File: config.mk
export PLATFORM = sky130hd
export DESIGN_NAME = regfile_write_arbiter
export DESIGN_NICKNAME = d
export VERILOG_FILES = /design/src/rtl/regfile_write_arbiter.sv
export SDC_FILE = /design/constraint.sdc
export NUM_CORES = 1
export LEC_CHECK = 0
export BUFFER_PORTS_ARGS = -buffer_cell sky130_fd_sc_hd__buf_2
export CORE_MARGIN = 4
export CORE_UTILIZATION = 38
export CTS_BUF_LIST = sky130_fd_sc_hd__clkbuf_8 sky130_fd_sc_hd__clkbuf_16
export DETAILED_ROUTE_END_ITERATION = 8
export GPL_ROUTABILITY_DRIVEN = 0
export PLACE_DENSITY = 0.74
export SETUP_SLACK_MARGIN = 0.4
export SYNTH_ARGS = -nofsm -noshare
export SYNTH_HDL_FRONTEND = slang
export SYNTH_SLANG_ARGS = --single-unit
File: constraint.sdc
create_clock -name clk -period 4.1 [get_ports clk]
set_input_delay 0.82 -clock clk [delete_from_list [all_inputs] [get_ports clk]]
set_output_delay 0.82 -clock clk [all_outputs]
set_load 0.02 [all_outputs]
File: src/rtl/regfile_write_arbiter.sv
// regfile_write_arbiter
// Shares the single register-file write port between ALU writeback (requester 0)
// and memory-load writeback (requester 1). Round-robin or fixed priority grant,
// registered write port, and a per-register pending-write scoreboard for RAW
// hazard detection at issue.
//
// Ports:
//   clk, reset                 rising-edge clock, synchronous active-high reset
//   req0_valid/dest/data       ALU write request
//   req0_ready                 grant to ALU (combinational)
//   req1_valid/dest/data       load write request
//   req1_ready                 grant to load (combinational)
//   rf_write_enable/dest_reg/write_data   registered register-file write port
//   issue_valid, issue_dest    issue stage allocates a destination register
//   chk_src1, chk_src2         source indices to check
//   hazard1, hazard2           pending bit of chk_src1/chk_src2 (combinational)
//   conflict_count             saturating count of cycles with both requests valid
module regfile_write_arbiter #(
   parameter int unsigned DATA_W     = 8,
   parameter int unsigned ADDR_W     = 2,
   parameter bit          FIXED_PRIO = 1'b0
) (
   input  logic              clk,
   input  logic              reset,
   input  logic              req0_valid,
   input  logic [ADDR_W-1:0] req0_dest,
   input  logic [DATA_W-1:0] req0_data,
   output logic              req0_ready,
   input  logic              req1_valid,
   input  logic [ADDR_W-1:0] req1_dest,
   input  logic [DATA_W-1:0] req1_data,
   output logic              req1_ready,
   output logic              rf_write_enable,
   output logic [ADDR_W-1:0] rf_dest_reg,
   output logic [DATA_W-1:0] rf_write_data,
   input  logic              issue_valid,
   input  logic [ADDR_W-1:0] issue_dest,
   input  logic [ADDR_W-1:0] chk_src1,
   input  logic [ADDR_W-1:0] chk_src2,
   output logic              hazard1,
   output logic              hazard2,
   output logic [7:0]        conflict_count
);

   localparam int unsigned NUM_REGS = 1 << ADDR_W;
   localparam logic [7:0]  CNT_MAX  = 8'hFF;

   logic                last_grant;
   logic [NUM_REGS-1:0] pending;
   logic [NUM_REGS-1:0] pending_next;
   logic                xfer0;
   logic                xfer1;
   logic                conflict;

   assign conflict = req0_valid && req1_valid;

   // Grant: on a conflict, fixed priority favours requester 0, round-robin
   // favours the requester opposite the last grant.
   always_comb begin
      req0_ready = 1'b0;
      req1_ready = 1'b0;
      if (conflict) begin
         if (FIXED_PRIO || last_grant) begin
            req0_ready = 1'b1;
         end else begin
            req1_ready = 1'b1;
         end
      end else begin
         req0_ready = req0_valid;
         req1_ready = req1_valid;
      end
   end

   assign xfer0 = req0_valid && req0_ready;
   assign xfer1 = req1_valid && req1_ready;

   // Scoreboard next state: a commit clears, a new issue sets; set is applied
   // last so the newer producer keeps ownership of a shared index.
   always_comb begin
      pending_next = pending;
      if (rf_write_enable) begin
         pending_next[rf_dest_reg] = 1'b0;
      end
      if (issue_valid) begin
         pending_next[issue_dest] = 1'b1;
      end
   end

   // Write port register, grant history and conflict counter.
   always_ff @(posedge clk) begin
      if (reset) begin
         rf_write_enable <= 1'b0;
         rf_dest_reg     <= '0;
         rf_write_data   <= '0;
         last_grant      <= 1'b1;
         pending         <= '0;
         conflict_count  <= 8'd0;
      end else begin
         rf_write_enable <= xfer0 || xfer1;
         if (xfer0) begin
            rf_dest_reg   <= req0_dest;
            rf_write_data <= req0_data;
            last_grant    <= 1'b0;
         end else if (xfer1) begin
            rf_dest_reg   <= req1_dest;
            rf_write_data <= req1_data;
            last_grant    <= 1'b1;
         end
         pending <= pending_next;
         if (conflict && (conflict_count != CNT_MAX)) begin
            conflict_count <= conflict_count + 8'd1;
         end
      end
   end

   // Hazards come from registered state only; no same-cycle bypass.
   assign hazard1 = pending[chk_src1];
   assign hazard2 = pending[chk_src2];

endmodule

==> impl_metrics.json <==
{
  "status": "finished, final reports clean",
  "die_w_um": 61.4,
  "cts_buffers": 3,
  "die_h_um": 61.4,
  "netlist_area_um2": 1080,
  "io_buffers": 53,
  "cp_max_fo": 11,
  "grt-ovfl-total": 0,
  "p_total_mw": 0.538,
  "dp_cells": 198,
  "tns_ns": 0,
  "cts_resized": 0,
  "ff2ff_path_depth": 5,
  "vdd_drop_max_uv": 297,
  "switchingPower_mw": 0.126,
  "via_per_inst": 5.05,
  "grt_max_degree": 16,
  "p_per_area_nw_per_um2": 372,
  "seq_area_frac_synth": 0.443,
  "fin_util": 0.530,
  "sw_frac_of_total": 0.235,
  "hold_buffers": 0,
  "avgSynthCellArea_um2": 9.27,
  "syn_inst": 117,
  "grt_pass1_wl_um": 4000,
  "num_antenna_cells": 0,
  "rows": 19,
  "synth_cell_type_count": 32,
  "power.internal_mw": 0.412,
  "slew_viol_final": 0,
  "grt_pass1_vias": 936,
  "clkSlewWorstSetupHoldPaths_ns": 0.08,
  "worst_pin_slew_ns": 1.01,
  "skew_ns": 0.00261,
  "crit_type": "in -> out",
  "share_comb_of_total_power": 0.149,
  "required_ns": 3.28,
  "period_share": 0.613,
  "met3_usage": 0.0440,
  "hp-class": "reg -> reg",
  "arrival_ns": 1.69,
  "core-area_um2": 2730,
  "r2r_end": "conflict_count[5]$_SDFFE_PP0P_",
  "pin_count": 54,
  "clockRootBuffer": "clkbuf_8",
  "dieArea_um2": 3770,
  "wire_per_inst_um": 11.9,
  "synth-xor-area-share": 0.0323,
  "whs_ns": 0.455,
  "start_util": 0.397,
  "nets": 204,
  "leakage_nw": 0.686,
  "synthAdderAreaFrac": 0.0115,
  "min_period_ns": 2.51,
  "cts_tree": "built",
  "seqPwrFrac": 0.474,
  "synthMuxAreaShare": 0.143,
  "setup_viol": 0,
  "ctsLongestPathBuffers": 2,
  "use_met2": 0.215,
  "top_usage_layer": "met2",
  "syn_nets": 149,
  "clkSinkCount": 24,
  "synth_top_family_by_area": "simple AND/OR/NAND/NOR gates",
  "relSlewSlack": 0.323,
  "finalWirelength_um": 2400,
  "hold_end": "rf_write_data[4]$_SDFFE_PP0P_",
  "clock.fmax_ghz": 0.398,
  "dr_total_vias": 1020,
  "drtIter0Drc": 24,
  "htree_levels": 1,
  "power.share.clock": 0.377,
  "synthSimpleGateAreaFrac": 0.182,
  "r2r_setup_slack_ns": 2.39,
  "final_cells": 202,
  "reg2reg_from": "conflict_count[0]$_SDFFE_PP0P_",
  "min_path_cells": 2,
  "synth_compound_area_frac": 0.156,
  "maxCapViolations": 0,
  "track_usage": 0.141,
  "fillers": 242,
  "postRouteAntennaNets": 0,
  "start_kind": "input pin",
  "final_layout_size_suffix_gt1_frac": 0.368,
  "antenna_found_initial": 0,
  "reg.largest.list": "conflict_count (8), rf_write_data (8), pending (4)",
  "hold_viol": 0,
  "first_pass_iters": 4,
  "area_growth_pct": 33.4,
  "hpwl_um": 1940,
  "rsz0062_at_grt": "false",
  "holdCritStartpoint": "rf_write_data[4]$_SDFFE_PP0P_",
  "yosysWarningCount": 0,
  "drc": 0,
  "cp-end-kind": "output port",
  "postCtsSetupBuffers": 0,
  "clk-insertion-delay-late_ns": 0.26,
  "ys_seq_elements": 24,
  "gr-usage-met1": 0.184
}
-- power by group through the flow --
| stage | sequential [mW] | combinational (mW) | clock, mW |
|---|---|---|---|
| after global routing | 0.257 | 0.0889 | 0.224 |
| after floorplan | 0.271 | 0.0351 | 0 |
| final | 0.255 | 0.0803 | 0.203 |
| after detailed placement | 0.260 | 0.0814 | 0 |
| after global placement | 0.260 | 0.0792 | 0 |
| after CTS | 0.255 | 0.0814 | 0.208 |
-- critical path: stages --
cell and delay [ns]:
buf_2 0.12, nand2b_1 0.07, nand2_1 0.43, inv_1 0.07, buf_2 0.17
-- routing by layer --
metal	vias up	wire, um	share of wire
met5	-	0	0
met2	46	1010	0.42
met3	4	269	0.11
met4	0	31	0.013
li1	523	-	-
met1	447	1080	0.45
-- layout by cell type, fill, tap and decap left out --
cell / Yosys / layout
buf_2: 1 / 53
dfxtp_1: 24 / 24
nand2_1: 15 / 15
o21ai_0: 12 / 12
mux2i_1: 11 / 11
nor2_1: 8 / 8
inv_1: 6 / 6
a21oi_1: 6 / 6
nand3_1: 3 / 3
xnor2_1: 3 / 3
clkbuf_8: 0 / 3
mux4_2: 2 / 2
a32oi_1: 2 / 2
o31ai_1: 2 / 2
or4_1: 2 / 2
nand3b_1: 2 / 2
nand2b_1: 1 / 1
a21boi_0: 1 / 1
o21bai_1: 1 / 1
nor3_1: 1 / 1
and3_1: 1 / 1
nand2_2: 1 / 1
and4_4: 1 / 1
nor4b_1: 1 / 1
a21o_4: 1 / 1
a2111oi_0: 1 / 1
a211oi_1: 1 / 1
or3_1: 1 / 1
xor2_1: 1 / 1
or3b_2: 1 / 1
nor3b_1: 1 / 1
ha_1: 1 / 1
bufinv_16: 0 / 1
-- cells by family (layout without fill, tap and decap cells) --
logic type | count (synthesis) | after routing
compound gates | 27 | 27
fa+ha+maj | 1 | 1
mux | 13 | 13
xor+xnor | 4 | 4
simple gates | 39 | 39
flops | 24 | 24
buf+inv | 9 | 63
-- cell type report --
| class | count | area [um^2] | share of cell area |
|---|---|---|---|
| Inverter | 6 | 22.5 | 0.0156 |
| Multi-Input combinational cell | 84 | 569 | 0.393 |
| Sequential cell | 24 | 480 | 0.332 |
| Timing Repair Buffer | 53 | 265 | 0.183 |
| Tap cell | 31 | 38.8 | 0.0268 |
| Clock buffer | 3 | 41.3 | 0.0285 |
| Clock inverter | 1 | 30.0 | 0.0207 |
-- cell usage after synthesis --
master     count  area [um^2]
nand3b_1       2         15.0
o31ai_1        2         15.0
nor3b_1        1         7.51
or3b_2         1         8.76
o21bai_1       1         7.51
xnor2_1        3         26.3
or4_1          2         15.0
nor3_1         1         5.00
a2111oi_0      1         8.76
dfxtp_1       24          480
xor2_1         1         8.76
a21boi_0       1         7.51
a32oi_1        2         17.5
nor2_1         8         30.0
buf_2          1         5.00
mux2i_1       11          110
and4_4         1         11.3
nand2_2        1         6.26
nand2b_1       1         6.26
nor4b_1        1         8.76
a21o_4         1         15.0
nand2_1       15         56.3
o21ai_0       12         60.1
mux4_2         2         45.0
clkbuf_1       2         7.51
and3_1         1         6.26
or3_1          1         6.26
a21oi_1        6         30.0
nand3_1        3         15.0
ha_1           1         12.5
a211oi_1       1         7.51
inv_1          6         22.5
-- through the flow --
stage               cell area (um^2)  setup slack, ns
floorplan                       1080             1.91
global placement                1380             1.63
detailed placement              1380             1.59
CTS                             1450             1.58
global route                    1450             1.46
finish                          1450             1.59
-- worst max path at each step --
stage / endpoint / startpoint / cells after the start / slack [ns]
3_5_place_dp: req0_ready / req1_valid / 5 / 1.59
3_3_place_gp: req0_ready / req1_valid / 5 / 1.63
6_report: req0_ready / req1_valid / 5 / 1.59
5_1_grt: req0_ready / req1_valid / 5 / 1.46
4_1_cts: req0_ready / req1_valid / 5 / 1.58
2_1_floorplan: hazard1 / chk_src1[0] / 1 / 1.91
Note: power is estimated with default switching activity, not from simulation.
